**config.mk**
```make
export PLATFORM = sky130hd
export DESIGN_NAME = mem_arbiter
export DESIGN_NICKNAME = d
export VERILOG_FILES = /design/src/rtl/mem_arbiter.sv
export SDC_FILE = /design/constraint.sdc
export NUM_CORES = 1
export LEC_CHECK = 0
export ABC_AREA = 1
export ABC_CLOCK_PERIOD_IN_PS = 2140
export BUFFER_PORTS_ARGS = -buffer_cell sky130_fd_sc_hd__buf_2
export CAP_MARGIN = 20
export CORE_AREA = 2 2 105 107
export CTS_BUF_LIST = sky130_fd_sc_hd__clkbuf_8 sky130_fd_sc_hd__clkbuf_16
export DETAILED_ROUTE_END_ITERATION = 6
export DIE_AREA = 0 0 107 109
export GPL_ROUTABILITY_DRIVEN = 1
export GPL_TIMING_DRIVEN = 1
export PLACE_DENSITY = 0.71
export SYNTH_ARGS = -nofsm -noshare
export SYNTH_HDL_FRONTEND = slang
export SYNTH_SLANG_ARGS = --single-unit
```
**constraint.sdc**
```tcl
create_clock -name clk -period 2.14 [get_ports clk]
set_input_delay 0.214 -clock clk [delete_from_list [all_inputs] [get_ports clk]]
set_output_delay 0.214 -clock clk [all_outputs]
set_load 0.005 [all_outputs]
```
**src/rtl/mem_arbiter.sv**
```systemverilog
// rtl/mem_arbiter.sv - two-requester arbiter and sequencer for the unified instruction/data memory
module mem_arbiter #(
  parameter int ADDR_W       = 12,
  parameter int STARVE_LIMIT = 4
) (
  input  logic        clk,
  input  logic        rst,
  input  logic        if_req,
  input  logic [31:0] if_addr,
  output logic        if_gnt,
  output logic        if_rvalid,
  output logic [31:0] if_rdata,
  input  logic        d_req,
  input  logic        d_we,
  input  logic [1:0]  d_size,
  input  logic        d_unsigned,
  input  logic [31:0] d_addr,
  input  logic [31:0] d_wdata,
  output logic        d_gnt,
  output logic        d_rvalid,
  output logic [31:0] d_rdata,
  output logic        d_err,
  output logic        memory_write,
  output logic [1:0]  memory_size,
  output logic [31:0] memory_addr,
  output logic [31:0] memory_data_in,
  input  logic [31:0] memory_data_out
);

  typedef enum logic [1:0] {IDLE, ISSUE, RESP} state_t;

  localparam logic [3:0] LIMIT     = 4'(STARVE_LIMIT);
  localparam logic [1:0] SIZE_BYTE = 2'b00;
  localparam logic [1:0] SIZE_HALF = 2'b01;
  localparam logic [1:0] SIZE_WORD = 2'b10;
  localparam logic [1:0] SIZE_NOP  = 2'b11;

  state_t            state_q, state_d;
  logic [3:0]        starve_q;
  logic              own_if_q;
  logic [ADDR_W-1:0] addr_q;
  logic [1:0]        size_q;
  logic              we_q;
  logic              uns_q;
  logic [31:0]       wdata_q;
  logic              if_rvalid_q, d_rvalid_q, d_err_q;
  logic              fetch_first;
  logic              unused_addr_bits;

  // Only the low ADDR_W address bits reach the memory; fetch bit 0 is always cleared.
  assign unused_addr_bits = ^{if_addr[31:ADDR_W], if_addr[0], d_addr[31:ADDR_W]};

  // State register: IDLE -> ISSUE -> RESP, with back-to-back accesses looping RESP -> ISSUE.
  always_ff @(posedge clk or posedge rst) begin
    if (rst) state_q <= IDLE;
    else     state_q <= state_d;
  end

  // Grant selection, next state and memory command drive.
  always_comb begin
    if_gnt         = 1'b0;
    d_gnt          = 1'b0;
    state_d        = state_q;
    memory_write   = 1'b0;
    memory_size    = SIZE_NOP;
    memory_addr    = 32'd0;
    memory_data_in = 32'd0;
    // Data has priority unless fetch has been passed over STARVE_LIMIT times in a row.
    fetch_first    = if_req && (!d_req || (starve_q == LIMIT));
    case (state_q)
      IDLE, RESP: begin
        if (!rst) begin
          if_gnt = fetch_first;
          d_gnt  = d_req && !fetch_first;
        end
        state_d = (if_gnt || d_gnt) ? ISSUE : IDLE;
      end
      ISSUE: begin
        state_d        = RESP;
        memory_addr    = 32'(addr_q);
        memory_data_in = wdata_q;
        // An illegal size keeps the memory in its no-op encoding.
        if (size_q != SIZE_NOP) begin
          memory_write = we_q;
          memory_size  = size_q;
        end
      end
      default: state_d = IDLE;
    endcase
  end

  // Starvation counter: counts data grants that overtook a waiting fetch.
  always_ff @(posedge clk or posedge rst) begin
    if (rst) begin
      starve_q <= 4'd0;
    end else if (if_gnt || !if_req) begin
      starve_q <= 4'd0;
    end else if (d_gnt && (starve_q != LIMIT)) begin
      starve_q <= starve_q + 4'd1;
    end
  end

  // Capture the granted command so the requester may move on immediately.
  always_ff @(posedge clk or posedge rst) begin
    if (rst) begin
      own_if_q <= 1'b0;
      addr_q   <= '0;
      size_q   <= SIZE_NOP;
      we_q     <= 1'b0;
      uns_q    <= 1'b0;
      wdata_q  <= 32'd0;
    end else if (if_gnt) begin
      own_if_q <= 1'b1;
      addr_q   <= {if_addr[ADDR_W-1:1], 1'b0};
      size_q   <= SIZE_WORD;
      we_q     <= 1'b0;
      uns_q    <= 1'b0;
      wdata_q  <= 32'd0;
    end else if (d_gnt) begin
      own_if_q <= 1'b0;
      addr_q   <= d_addr[ADDR_W-1:0];
      size_q   <= d_size;
      we_q     <= d_we;
      uns_q    <= d_unsigned;
      wdata_q  <= d_wdata;
    end
  end

  // Completion flags: set on the edge that leaves ISSUE, so they pulse for the RESP cycle only.
  always_ff @(posedge clk or posedge rst) begin
    if (rst) begin
      if_rvalid_q <= 1'b0;
      d_rvalid_q  <= 1'b0;
      d_err_q     <= 1'b0;
    end else begin
      if_rvalid_q <= (state_q == ISSUE) && own_if_q;
      d_rvalid_q  <= (state_q == ISSUE) && !own_if_q;
      d_err_q     <= (state_q == ISSUE) && !own_if_q && (size_q == SIZE_NOP);
    end
  end

  assign if_rvalid = if_rvalid_q;
  assign d_rvalid  = d_rvalid_q;
  assign d_err     = d_err_q;

  // Response data: memory read-data is registered in the memory, so it is valid in RESP;
  // byte/half loads drop the stale upper bytes and are extended.
  always_comb begin
    if_rdata = 32'd0;
    d_rdata  = 32'd0;
    if (if_rvalid_q) if_rdata = memory_data_out;
    if (d_rvalid_q && !d_err_q && !we_q) begin
      case (size_q)
        SIZE_BYTE: d_rdata = uns_q ? {24'd0, memory_data_out[7:0]}
                                   : {{24{memory_data_out[7]}}, memory_data_out[7:0]};
        SIZE_HALF: d_rdata = uns_q ? {16'd0, memory_data_out[15:0]}
                                   : {{16{memory_data_out[15]}}, memory_data_out[15:0]};
        default:   d_rdata = memory_data_out;
      endcase
    end
  end

endmodule

```
==> metrics.cfg <==
[layout]
finish.utilization=0.478
fin_area_um2=5060
nets=918
fin_cells=928
area_growth_pct=32.0
final_layout_size_suffix_gt1_frac=0.325

[drt]
finalWirelength_um=10700
postRouteAntennaNets=0
drtIter0Drc=253
num_vias=3974
avgViaCountPerCell=4.28
drc=0
drt_first_pass_iters=4
wl_per_cell_um=11.5

[setup_path]
endpoint_kind=output port
cp-startpoint=starve_q[0]$_DFFE_PP0P_
r2r_cells=8
ff2ff_setup_slack_ps=480
arrival_ps=1720
crit_type=flop to output port
startpoint_type=flop
worst_ep_required_time_ps=1930
worstReg2RegStart=starve_q[0]$_DFFE_PP0P_
r2r_end=wdata_q[27]$_DFFE_PP0P_
path_max_fanout=15

[floorplanning]
die_h_um=109
die_x_um=107
start_util=0.362
num_rows=38
core_area_um2=10600
dieArea_um2=11700
io_pins=272

[logic_synthesis]
synth_area_um2=3840
yosys_warnings=0
synth_edf_count=0
synth.avg_cell_area_um2=6.59
synth_ff_type=dfrtp_1
synth.ff_latch_count=58
syn_inst=582
async_flop_share=1.00
synth_cell_types=27
yosysSeqAreaShare=0.379

[power]
p_per_area_nw_per_um2=592
p_leak_uw=0.00338
ir_drop_mv=0.264

[place]
portBuffers=210
place_ws_ps=432
placedCellCount=909
dp_hpwl_um=8020
gp_congestion=0.874
postPlaceCellArea_um2=4890

[global_routing]
overflow=0
grt_pass1_vias=3444
track_usage=0.178
grt_pass1_wl_um=16300
antenna_found_initial=3
grt_max_degree=59

[clock_tree]
cts_buffers=9
cts-root-buf=clkbuf_8
ctsResizeCount=0
cts_max_level=3
clock_latency_ps=330
clock-sinks=58
postCtsSetupBuffers=0
clk_path_buf_depth=2
cts_tree=yes
clk_pin_slew_ps=70
postCtsHoldBufs=0

[sta]
clock_skew_ps=6.92
rsz0062_at_grt=false
post-route-min-period_ps=1930
max_freq_mhz=518
tightest_slew_ps=744
hold_viol=0
slew_headroom=0.504
post-route-period-util=0.902
layout_setup_ws_ps=210
drv_slew=0
timing.setup.tns_ps=0
finalSetupViolCount=0

[flow_run]
maxCapViolCount=0

[outcome]
run_status=complete, no violations

[hold_path]
hp-class=input pin to async pin

## kinds of logic (layout without fill, tap and decap cells)
group	Yosys count	in the layout	synth area share
other cells	1	23	0.000977
flops	58	58	0.379
fa+ha+maj	2	2	0.00652
xor+xnor	1	1	0.00228
compound gates	62	62	0.0815
buf+inv	189	373	0.221
simple gates	269	269	0.309
## per-layer routing
metal  routed length [um]  vias up  GRT usage  part of all wire
li1                     -     2068          -                 -
met1                 4390     1733      0.210              0.41
met2                 5280      159      0.309              0.50
met3                  827       14     0.0478             0.078
met4                  155        0     0.0714             0.015
met5                    0        -          0                 0
## stage by stage
stage                     hold WS [ps]  total power, uW
after global placement             442             2150
final                              115             3000
after floorplan                    332             1880
after detailed placement           458             2160
after CTS                         97.1             3040
after global routing               111             3230
## registers in the layout, summed over array words and instances, names as in the netlist
signal	count
wdata_q	32
starve_q	4
if_rvalid	1
d_rvalid	1
own_if_q	1
d_err	1
uns_q	1
state_q	2
addr_q	12
size_q	2
we_q	1
## area by class of cell
cell class	count	area [um2]
clock inverters	6	26.3
fillers	1111	5540
repair buffers	220	1140
inverters	137	514
well taps	140	175
flip-flops and latches	58	1450
clock buffers	10	138
diodes	3	7.51
multi-input cells	354	1610
## worst max-delay path by stage
stage	end	slack, ps	depth (start not counted)
floorplan	d_gnt	350	6
global placement	wdata_q[22]$_DFFE_PP0P_	440	8
detailed placement	addr_q[1]$_DFFE_PP0P_	430	7
CTS	if_gnt	120	7
global route	if_gnt	40	7
finish	if_gnt	210	7
## worst max-delay path: stages, from the launching register on
cell	delay, ps
dfrtp_1	390
inv_1	100
ha_1	150
nand3_1	180
nand2_4	210
nand3_1	160
inv_1	80
buf_2	110
## placed cells by master (no fill, tap or decap), drive strengths merged
| cell | instances |
|---|---|
| diode | 3 |
| nand2 | 133 |
| conb | 20 |
| inv | 139 |
| ha | 2 |
| xor2 | 1 |
| dfrtp | 56 |
| dfstp | 2 |
| o21ai | 51 |
| nor3b | 1 |
| clkinv | 4 |
| buf | 220 |
| nand3 | 28 |
| clkbuf | 10 |
| nand4 | 13 |
| nor2 | 92 |
| o21a | 1 |
| a21oi | 10 |
| nor3 | 1 |
| or2 | 1 |
## power breakdown
part           leakage [uW]  internal (uW)  switching (uW)
clock             0.0000996            433             429
combinational       0.00253            321             503
sequential         0.000742           1250            57.4
## cells in the mapped netlist (all sizes together), types with 2 or more instances
master  number  area (um2)
nand4       13        81.3
buf         39         285
o21ai       51         255
nand3       28         150
ha           2        25.0
nor2        92         428
clkbuf      13        48.8
dfrtp       56        1400
nand2      133         507
dfstp        2        52.6
a21oi       10        50.1
inv        136         510
Note: power is estimated with default switching activity, not from simulation.
